$ cat src/rtl/lc3_regfile_pkg.sv
// Shared types for the LC3 register file: clear-sequencer states, NZP codes
// and the nzp() helper that classifies a value as negative, zero or positive.
package lc3_rf_pkg;

    typedef enum logic [0:0] {
        RF_CLEAR = 1'b0,
        RF_IDLE  = 1'b1
    } rf_state_e;

    localparam logic [2:0] CC_N = 3'b100;
    localparam logic [2:0] CC_Z = 3'b010;
    localparam logic [2:0] CC_P = 3'b001;

    // Widest register supported by nzp(); callers sign-extend into this width.
    localparam int NZP_W = 64;

    function automatic logic [2:0] nzp(input logic signed [NZP_W-1:0] value);
        logic [2:0] code;
        if (value[NZP_W-1]) begin
            code = CC_N;
        end else if (value == {NZP_W{1'b0}}) begin
            code = CC_Z;
        end else begin
            code = CC_P;
        end
        return code;
    endfunction

endpackage

$ cat src/rtl/lc3_regfile_clear_seq.sv
// Clear sequencer: walks every register entry once after reset or a clear
// request, emitting one zero-write per cycle while busy is high.
module rf_clear_seq
    import lc3_rf_pkg::*;
#(
    parameter int ADDR_W = 3
) (
    input  logic              clk,
    input  logic              rst,
    input  logic              clr_req,
    output logic              busy,
    output logic              clr_we,
    output logic [ADDR_W-1:0] clr_addr
);

    localparam int CNT_W = ADDR_W + 1;
    localparam int DEPTH = 2 ** ADDR_W;
    localparam logic [CNT_W-1:0] CNT_LAST = CNT_W'(DEPTH - 1);

    rf_state_e        state_q, state_d;
    logic [CNT_W-1:0] cnt_q, cnt_d;
    logic             busy_q, busy_d;

    // Next-state and counter update; requests during a sweep are ignored.
    always_comb begin
        state_d = state_q;
        cnt_d   = cnt_q;
        case (state_q)
            RF_CLEAR: begin
                if (cnt_q == CNT_LAST) begin
                    state_d = RF_IDLE;
                    cnt_d   = {CNT_W{1'b0}};
                end else begin
                    cnt_d = cnt_q + {{(CNT_W-1){1'b0}}, 1'b1};
                end
            end
            RF_IDLE: begin
                if (clr_req) begin
                    state_d = RF_CLEAR;
                    cnt_d   = {CNT_W{1'b0}};
                end else begin
                    state_d = RF_IDLE;
                end
            end
            default: begin
                state_d = RF_CLEAR;
                cnt_d   = {CNT_W{1'b0}};
            end
        endcase
        busy_d = (state_d == RF_CLEAR);
    end

    // State, counter and registered busy flag.
    always_ff @(posedge clk) begin
        if (rst) begin
            state_q <= RF_CLEAR;
            cnt_q   <= {CNT_W{1'b0}};
            busy_q  <= 1'b1;
        end else begin
            state_q <= state_d;
            cnt_q   <= cnt_d;
            busy_q  <= busy_d;
        end
    end

    assign busy     = busy_q;
    assign clr_we   = busy_q;
    assign clr_addr = cnt_q[ADDR_W-1:0];

endmodule

$ cat src/rtl/lc3_regfile.sv
// LC3 general-purpose register file: 2 async reads, 1 sync write, NZP register
// and a self-clearing sweep. Optional write-to-read bypass: LC3_REGFILE_BYPASS_EN.
module lc3_regfile
    import lc3_rf_pkg::*;
#(
    parameter int DATA_W = 16,
    parameter int ADDR_W = 3
) (
    input  logic              clk,
    input  logic              rst,
    input  logic              clr_req,
    input  logic [ADDR_W-1:0] ra1,
    input  logic [ADDR_W-1:0] ra2,
    output logic [DATA_W-1:0] rd1,
    output logic [DATA_W-1:0] rd2,
    input  logic              we,
    input  logic [ADDR_W-1:0] wa,
    input  logic [DATA_W-1:0] wd,
    input  logic              cc_we,
    output logic [2:0]        cc,
    output logic              busy
);

    localparam int DEPTH = 2 ** ADDR_W;

    logic [DATA_W-1:0] mem_q [DEPTH];
    logic [2:0]        cc_q, cc_d;

    logic              busy_s;
    logic              clr_we_s;
    logic [ADDR_W-1:0] clr_addr_s;
    logic              clr_start_s;
    logic              user_we_s;
    logic              wr_en_s;
    logic [ADDR_W-1:0] wr_addr_s;
    logic [DATA_W-1:0] wr_data_s;

    rf_clear_seq #(
        .ADDR_W (ADDR_W)
    ) u_clear_seq (
        .clk      (clk),
        .rst      (rst),
        .clr_req  (clr_req),
        .busy     (busy_s),
        .clr_we   (clr_we_s),
        .clr_addr (clr_addr_s)
    );

    // A clear request in IDLE takes the same edge as any user write, so it wins.
    assign clr_start_s = clr_req & ~busy_s;
    assign user_we_s   = we & ~busy_s & ~clr_req;

    // Write-port arbitration between the clear sweep and the writeback stage.
    always_comb begin
        if (clr_we_s) begin
            wr_en_s   = 1'b1;
            wr_addr_s = clr_addr_s;
            wr_data_s = {DATA_W{1'b0}};
        end else begin
            wr_en_s   = user_we_s;
            wr_addr_s = wa;
            wr_data_s = wd;
        end
    end

    // Register array; contents are only defined once a sweep has completed.
    always_ff @(posedge clk) begin
        if (wr_en_s) begin
            mem_q[wr_addr_s] <= wr_data_s;
        end
    end

    // Read ports, zeroed while the sweep runs.
    always_comb begin
        rd1 = mem_q[ra1];
        rd2 = mem_q[ra2];
`ifdef LC3_REGFILE_BYPASS_EN
        if (user_we_s && (wa == ra1)) begin
            rd1 = wd;
        end else begin
            rd1 = mem_q[ra1];
        end
        if (user_we_s && (wa == ra2)) begin
            rd2 = wd;
        end else begin
            rd2 = mem_q[ra2];
        end
`else
        rd1 = mem_q[ra1];
        rd2 = mem_q[ra2];
`endif
        if (busy_s) begin
            rd1 = {DATA_W{1'b0}};
            rd2 = {DATA_W{1'b0}};
        end else begin
            rd1 = rd1;
            rd2 = rd2;
        end
    end

    // Condition codes: reload Z on sweep start, else follow accepted writes.
    always_comb begin
        cc_d = cc_q;
        if (clr_start_s) begin
            cc_d = CC_Z;
        end else if (user_we_s && cc_we) begin
            cc_d = nzp(NZP_W'($signed(wd)));
        end else begin
            cc_d = cc_q;
        end
    end

    // Condition-code register.
    always_ff @(posedge clk) begin
        if (rst) begin
            cc_q <= CC_Z;
        end else begin
            cc_q <= cc_d;
        end
    end

    assign cc   = cc_q;
    assign busy = busy_s;

endmodule

$ cat config.mk
export PLATFORM = sky130hd
export DESIGN_NAME = lc3_regfile
export DESIGN_NICKNAME = d
export VERILOG_FILES = /design/src/rtl/lc3_regfile_pkg.sv /design/src/rtl/lc3_regfile_clear_seq.sv /design/src/rtl/lc3_regfile.sv
export SDC_FILE = /design/constraint.sdc
export NUM_CORES = 1
export LEC_CHECK = 0
export ABC_AREA = 1
export BUFFER_PORTS_ARGS = -buffer_cell sky130_fd_sc_hd__clkbuf_2
export CORE_UTILIZATION = 50
export CTS_CLUSTER_DIAMETER = 120
export CTS_CLUSTER_SIZE = 8
export DETAILED_ROUTE_END_ITERATION = 10
export PLACE_DENSITY = 0.69
export RECOVER_POWER = 100
export SYNTH_ARGS = -nofsm -noshare
export SYNTH_HDL_FRONTEND = slang
export SYNTH_SLANG_ARGS = --single-unit
$ cat constraint.sdc
create_clock -name clk -period 3.2 [get_ports clk]
set_clock_uncertainty 0.2 [all_clocks]
set_input_delay 0.32 -clock clk [delete_from_list [all_inputs] [get_ports clk]]
set_output_delay 0.32 -clock clk [all_outputs]
set_load 0.02 [all_outputs]
# == Word level (Yosys, flattened, before mapping) ==
# Memories as Yosys holds them, arrays and structs flattened.
# Cells that the tools add are included.
# totals
regBits,9
ramBits,128
in_bits,30
out_inout_bits,36
memories,1
# mem_list
name,depth,word_bits,rd,rd_clocked_by_memory_dff,wr,line_no,source
mem_q,8,16,2,0,1,lc3_regfile.sv:26,logic [DATA_W-1:0] mem_q [DEPTH];
# classes
n_addsub,1
eq_ne,2
muxes,15
bitwise,7
n_reduce_logical,3
# op_table
operator,count
$logic_not 64->1,1
$mux 16,3
$mux 4,2
$pmux 4 s2,1
$mux 3,2
$mux 1,5
$add 4x1->4 const B,1
$eq 4x3->1 const B,1
$not 1->1,4
$and 1x1->1,3
$mux 2,1
$ne 2x2->1 const B,1
$pmux 1 s2,1
$reduce_or 2->1,1
$logic_and 1x1->1,1

# == Logic depth before layout (Yosys ltp) ==
# Gate-level depths: netlist of the first run.
# depth
word_depth,6
mapped_depth,7
ltp_nobuf,6

# == Cells and area by module ==
# Synthesis of the first run repeated with hierarchy kept, for this count alone.
# hier_totals
cells_unflattened,786
hier_area_um2,7198.2
# by_module_without_submodules
mod,n_inst,cells_each,area_each_um2,seq_area_each_um2
lc3_regfile,1,749,6889.1,3903.7
rf_clear_seq,1,37,309.0,120.1

# == Least setup slack after synthesis of the first run ==
# No wires, ideal clock.
# synth_path
path_type,reg2reg
from,"reg u_clear_seq.busy_q, in the netlist u_clear_seq.busy"
to,mem mem_q[6][0] (enable)
setup_ps,388
arrival_ps,1761
required_time_ps,2612
path_slack_ps,851
path_stages_with_launch,7
path_buffers,1
cell_sequence,dfxtp_1 inv_1 buf_2 or2_1 o21ai_2 nand2_2 nor2_1
# synth_via
elab_chain_cells,6
elab_cells_between_ends,7
# synth_lines
item,line_no,source
from (decl),lc3_regfile_clear_seq.sv:22,"logic busy_q, busy_d;"
from (signal assigned),lc3_regfile_clear_seq.sv:62,busy_q <= busy_d;
$not 1->1,lc3_regfile.sv:51,assign user_we_s = we & ~busy_s & ~clr_req;
$and 1x1->1 (2 in a row),lc3_regfile.sv:51,
$mux 1,lc3_regfile.sv:55,if (clr_we_s) begin
$mux 1,lc3_regfile.sv:68,if (wr_en_s) begin
$mux 1 (implied by the code),lc3_regfile.sv:69,mem_q[wr_addr_s] <= wr_data_s;
to (decl),lc3_regfile.sv:26,
# Parallel ways exist; a longest one is shown, timed or not.

# == Final worst setup path of the first run ==
# layout_path
from,"reg u_clear_seq.busy_q, in the netlist u_clear_seq.busy"
to,out rd2[2]
# layout_via
elab_chain_cells,1
# layout_lines
item,line_no,source
$mux 16,lc3_regfile.sv:92,if (busy_s) begin
to (decl),lc3_regfile.sv:15,"output logic [DATA_W-1:0] rd2,"
# No other way between the ends.

==> key figures, run 1 <==
Synth
  – Yosys top cell area share: 53.9%
  – Simple-gate share of the synthesized area: 16.1%
  – Predominant post-synthesis flop cell: edfxtp_1
  – Mapped Cells: 782
  – Largest family of logic cells by synthesized area: compound AO/OA/AOI/OAI gates
  – Yosys warns: 0
  – Synth cell count leaders: 148 x nand2_1, 128 x edfxtp_1, 103 x nor2_1, 90 x inv_1, 72 x a21oi_1
  – Synth cell types: 26
  – Register area share after synthesis: 56.4%
  – Count leader, synth: nand2_1
  – Synth Area in Compound Gates: 18.2%
  – Mapped Nets: 813
  – EDFF count, synth: 128
  – Largest area contributor in the netlist: edfxtp_1
  – Synth top area cells: edfxtp_1 54%, nand2_1 7.8%, nor2_1 5.4%, a21oi_1 5.1%, o211ai_1 4.8%
  – Synth async-reset ratio: 0%
  – Mux contribution to synthesized area: 0%
  – Synth Area in Adders: 0.175%
  – Mean Syn Cell Area: 9.12 sq um
  – Register bit total from synthesis: 137
  – Synth Area in XOR/XNOR: 0.123%
  – Synthesized cell area: 7130 sq um

Timing
  – RSZ-0062 raised after global routing: no
  – Fmax: 368 MHz
  – Setup violations, final: 0
  – Period utilization: 84.9%
  – Final Critical Period: 2.72 ns
  – Hold Fails Final Rpt: 0
  – Rel. slew slack: 41.1%
  – Setup WS post-layout: 0.482 ns
  – TNS Setup: 0 ns
  – Slew Viols, Final: 0
  – Worst Tran Pin Value: 0.883 ns

Clock network
  – CTS tree: done
  – Post_cts resized: 0
  – Num CTS Buffers: 17
  – H-tree depth: 4
  – Worst-path clk slew: 0.05 ns
  – # clock sinks: 137
  – Post-CTS setup buffers: 0
  – Insertion delay to the later sink of the worst-skew pair: 0.41 ns
  – Root Buffer: clkbuf_16
  – Clock buffer depth: 2

Floorplanning
  – Row count: 43
  – DIE AREA: 14800 sq um
  – Starting Density: 51.4%
  – Die Y: 121 um
  – Core box area: 13900 sq um
  – Die W: 121 um
  – # IOs: 66

Power
  – Leak: 3.26 nW
  – Total Power: 4.55 mW
  – Pwr dens: 558 nW/um^2
  – VDD IR max: 0.349 mV

Global route
  – Grt total ovfl: 0
  – Initial antenna violation count: 0
  – Number of global-route vias before repair: 5513
  – First-pass GRT wire length: 27200 um
  – Tot GR Track Use: 24.6%
  – Largest net degree at the start of global routing: 70

Critical path
  – CP top delay family: buffers and inverters
  – CP max stage cell: clkbuf_2
  – CP startpoint kind: flop
  – CP max FO: 32
  – CP endpoint kind: primary output
  – CP max stage delay: 0.64 ns
  – Worst EP required: 2.68 ns
  – Critical Path, Cell by Cell: inv_1, clkbuf_2, nand2_1, nor2_1, clkbuf_1
  – WP buf/inv: 3
  – Crit path kind: flop to primary output
  – WP data arrival: 2.20 ns

Drt
  – Antenna-violating nets left: 0
  – Via Count: 5743
  – Post-DR vias/cell: 5.60
  – DR pass1 iterations: 5
  – Wirelength, routed: 17100 um
  – Routed wire per std cell: 16.6 um
  – Starting DRC count in detailed routing: 560
  – DRC violations left: 0

Place
  – Detailed Place HPWL: 10900 um
  – DP Worst Slack: 0.786 ns
  – RePlAce Congestion: 0.802
  – Placed instance area: 7590 sq um
  – PortBufs: 65

Layout
  – Fin area: 8160 sq um
  – Final #Nets: 864
  – Diode count: 0
  – Final Core Density: 58.8%
  – Share of cells above drive strength 1: 11.2%
  – Area grow syn2layout: 14.3%

Status
  – Outcome: completed

Flow run
  – Max-cap viol count: 0

Worst hold path
  – Tightest Hold Check Type: input pin to flop
==> repair_timing <==
item,CTS,global route
setup endpoints to repair,0,0
hold endpoints to repair,5,0
hold buffers,1,0
==> metrics by stage <==
| step | cells | hold WS [ns] |
|---|---|---|
| finish | 1026 | 0.0303 |
| global route | 1026 | 0.0212 |
| CTS | 1026 | 0.0198 |
| detailed placement | 993 | 0.269 |
| global placement | 993 | 0.257 |
| floorplan | 782 | 0.189 |
==> worst min-delay path: stages <==
cell	delay, ns
clkbuf_2	0.09
inv_1	0.05
nand2_1	0.07
a21oi_1	0.06
==> placed cells by master (no fill, tap or decap), drive strengths merged <==
master / netlist / layout
clkinvlp: 0 / 2
o21ai: 71 / 71
ha: 1 / 1
o211ai: 64 / 64
buf: 42 / 12
bufinv: 0 / 5
dfxtp: 9 / 9
clkinv: 0 / 5
nand3: 35 / 35
clkbuf: 12 / 93
or2: 3 / 3
a31oi: 1 / 1
inv: 90 / 90
a21oi: 72 / 72
nand2: 149 / 149
nor2: 103 / 103
nor3: 1 / 1
xnor2: 1 / 1
edfxtp: 128 / 128
dlygate4sd3: 0 / 1
==> power by group <==
part	total [mW]	switching, mW	internal, mW
clock	2.10	0.697	1.40
combinational	0.397	0.273	0.125
sequential	2.05	0.0303	2.02
total	4.55	1.00	3.55
==> path summary, 6_finish.rpt <==
| path | start | endpoint | slack, ns | cells past startpoint |
|---|---|---|---|---|
| min | clr_req | u_clear_seq.cnt_q[0] | 0.03 | 4 |
| max reg2reg | u_clear_seq.busy | mem_q[0][5] | 0.56 | 6 |
| min reg2reg | cc[0] | cc[0] | 0.28 | 2 |
| max | u_clear_seq.busy | rd2[2] | 0.48 | 5 |
==> cell type report <==
| type | instances | area [sq um] |
|---|---|---|
| clock buffers | 20 | 447 |
| clock inverters | 12 | 198 |
| fillers | 1185 | 5720 |
| inverters | 90 | 338 |
| multi-input cells | 501 | 2460 |
| flip-flops and latches | 137 | 4020 |
| well taps | 180 | 225 |
| repair buffers | 86 | 465 |
==> cells by family after synthesis <==
family                   after synthesis
AO/OA/AOI/OAI                        208
buffers and inverters                144
flip-flops                           137
adder cells (fa/ha/maj)                1
AND/OR/NAND/NOR                      291
XOR/XNOR                               1
==> metal layers <==
metal | routed length [um] | global-route usage, % | vias to the layer above
met5 | 0 | 0 | -
met3 | 1300 | 6.25 | 34
met2 | 8590 | 41.7 | 261
met1 | 6850 | 30.1 | 2676
met4 | 339 | 9.03 | 0
li1 | - | - | 2772
==> state kept, by name, summed over array words and instances (netlist names) <==
name / flops
u_clear_seq.busy: 1
cc: 3
mem_q: 128
u_clear_seq.cnt_q: 4
u_clear_seq.state_q: 1
Note: power is estimated with default switching activity, not from simulation.
==> run 2: changes to the inputs <==
--- a/config.mk
+++ b/config.mk
@@ -11,7 +11,7 @@
 export CTS_CLUSTER_DIAMETER = 120
 export CTS_CLUSTER_SIZE = 8
 export DETAILED_ROUTE_END_ITERATION = 10
-export PLACE_DENSITY = 0.69
+export PLACE_DENSITY = 0.72
 export RECOVER_POWER = 100
 export SYNTH_ARGS = -nofsm -noshare
 export SYNTH_HDL_FRONTEND = slang
==> constraint.sdc (replaced) <==
create_clock -name clk -period 2.25 [get_ports clk]
set_clock_uncertainty 0.2 [all_clocks]
set_input_delay 0.225 -clock clk [delete_from_list [all_inputs] [get_ports clk]]
set_output_delay 0.225 -clock clk [all_outputs]
set_load 0.02 [all_outputs]
==> key figures, run 2 (synthesis gave the netlist of run 1 again) <==
Place
  – RePlAce Congestion: 0.788 (-1.7%)
  – Detailed Place HPWL: 11000 um (+0.63%)
  – PortBufs: 65 (unchanged)
  – Placed instance area: 7680 sq um (+1.2%)

Floorplanning
  – Starting Density: 51.4% (unchanged)
  – # IOs: 66 (unchanged)
  – Row count: 43 (unchanged)
  – Core box area: 13900 sq um (unchanged)
  – DIE AREA: 14800 sq um (unchanged)
  – Die W: 121 um (unchanged)
  – Die Y: 121 um (unchanged)

Timing
  – Worst Tran Pin Value: 0.861 ns (-0.0218 ns)
  – Slew Viols, Final: 0 (unchanged)
  – Period utilization: 95.3%
  – Hold Fails Final Rpt: 0 (unchanged)
  – Rel. slew slack: 42.6% (+1.5 points)
  – RSZ-0062 raised after global routing: no
  – Setup violations, final: 0 (unchanged)
  – Final Critical Period: 2.15 ns
  – Fmax: 466 MHz

Critical path
  – Worst Setup EP: rd1[2]
  – R2R Setup Slk: 0.17 ns (-0.39 ns)
  – WP data arrival: 1.72 ns (-0.48 ns)
  – Setup crit start: u_clear_seq.busy
  – End of the worst register-to-register path: mem_q[2][6]
  – Crit path kind: flop to primary output
  – CP startpoint kind: flop
  – R2R cell count: 6 (unchanged)
  – CP max FO: 32 (unchanged)
  – CP endpoint kind: primary output
  – Worst EP required: 1.82 ns (-0.86 ns)
  – Reg-to-Reg Start: u_clear_seq.busy

Flow run
  – Max-cap viol count: 0 (unchanged)

Global route
  – Number of global-route vias before repair: 5842 (+6.0%)
  – Tot GR Track Use: 25.6% (+1.0 points)
  – Initial antenna violation count: 0 (unchanged)
  – Largest net degree at the start of global routing: 65 (-7.1%)
  – Grt total ovfl: 0 (unchanged)
  – First-pass GRT wire length: 28400 um (+4.2%)

Layout
  – Max reg flops: 128 (unchanged)
  – Area grow syn2layout: 16.3%
  – Largest reg by FF count: mem_q
  – Diode count: 0 (unchanged)
  – Fin area: 8300 sq um (+1.7%)
  – Most frequent cells in the layout: 148 x nand2_1, 128 x edfxtp_1, 103 x nor2_1
  – Share of cells above drive strength 1: 12.2% (+0.93 points)
  – Final #Nets: 873 (+1.0%)
  – Final Core Density: 59.8% (+0.99 points)
  – Commonest non-fill, non-tap cell in the layout: nand2_1

Power
  – Total Power: 6.49 mW (+43%)
  – Pwr dens: 782 nW/um^2 (+40%)
  – Leak: 3.33 nW (+2.0%)
  – VDD IR max: 0.503 mV (+44%)

Drt
  – Starting DRC count in detailed routing: 589 (+5.2%)
  – Post-DR vias/cell: 5.67 (+1.3%)
  – Via Count: 5869 (+2.2%)
  – Routed wire per std cell: 17.5 um (+5.2%)
  – DR pass1 iterations: 5 (unchanged)
  – DRC violations left: 0 (unchanged)
  – Antenna-violating nets left: 0 (unchanged)
  – Wirelength, routed: 18100 um (+6.1%)

Clock network
  – H-tree depth: 4 (unchanged)
  – Worst-path clk slew: 0.06 ns (about the same)
  – Root Buffer: clkbuf_16
  – Num CTS Buffers: 17 (unchanged)
  – Clock buffer depth: 2 (unchanged)
  – Post-CTS setup buffers: 0 (unchanged)
  – CTS tree: done
  – # clock sinks: 137 (unchanged)
  – Insertion delay to the later sink of the worst-skew pair: 0.42 ns (about the same)

Worst hold path
  – Tightest Hold Check Type: input pin to flop

Status
  – Outcome: completed
-- run 2: cell count changes in the layout (fill, tap and decap cells not counted), sizes merged --
cell / change
buf: +4
dlygate4sd3: +4
clkbuf: +2
bufinv: -1
-- run 2: report_power, final --
group	switching (mW)	internal [mW]	total [mW]
Clock	1.02	1.94	2.96
Sequential	0.0438	2.88	2.92
Combinational	0.403	0.197	0.599
-- run 2: metrics by stage --
step                      hold WS [ns]  worst slack [ns]  cells  TNS (ns)
final                           0.0316             0.105   1035         0
after global placement           0.250             0.369    998         0
after floorplan                 0.0941           -0.0992    782     -8.36
after global routing            0.0519            0.0469   1035         0
after detailed placement         0.255             0.333    998         0
after CTS                       0.0218            0.0618   1035         0
-- run 2: worst min-delay path by stage --
stage,slack (ns),endpoint,start,depth (start not counted)
global placement,0.25,u_clear_seq.cnt_q[1],rst,2
detailed placement,0.25,u_clear_seq.cnt_q[3],rst,2
floorplan,0.09,u_clear_seq.cnt_q[1],rst,1
finish,0.03,mem_q[3][14],wd[14],3
global route,0.05,mem_q[2][14],wd[14],3
CTS,0.02,mem_q[1][14],wd[14],3
-- run 2: layout make-up --
type | count | area [sq um]
Tap cell | 180 | 225
Clock buffer | 21 | 470
Timing Repair Buffer | 95 | 599
Fill cell | 1130 | 5590
Inverter | 90 | 338
Multi-Input combinational cell | 501 | 2470
Sequential cell | 137 | 4020
Clock inverter | 11 | 170
-- run 2: metal layers --
layer  share of wire (%)  routed length, um  GRT usage [%]  up-vias
met3                 7.8               1420           4.46       49
met1                  39               7090           31.1     2752
met2                  50               8990           42.9      281
met4                 3.4                614           14.6        0
met5                   0                  0              0        -
li1                    -                  -              -     2787
-- run 2: timing repair --
item                                    4_1_cts  5_1_grt
gates resized for setup                       0        1
endpoints found under the setup margin        0        1
hold buffers                                  5        0
hold endpoints to repair                      9        0
-- run 2: worst max-delay path, stage by stage, from the launching register on --
cell and delay [ns]:
dfxtp_1 0.31, inv_1 0.16, buf_6 0.32, nand2_1 0.10, nor2_1 0.16, clkbuf_1 0.25
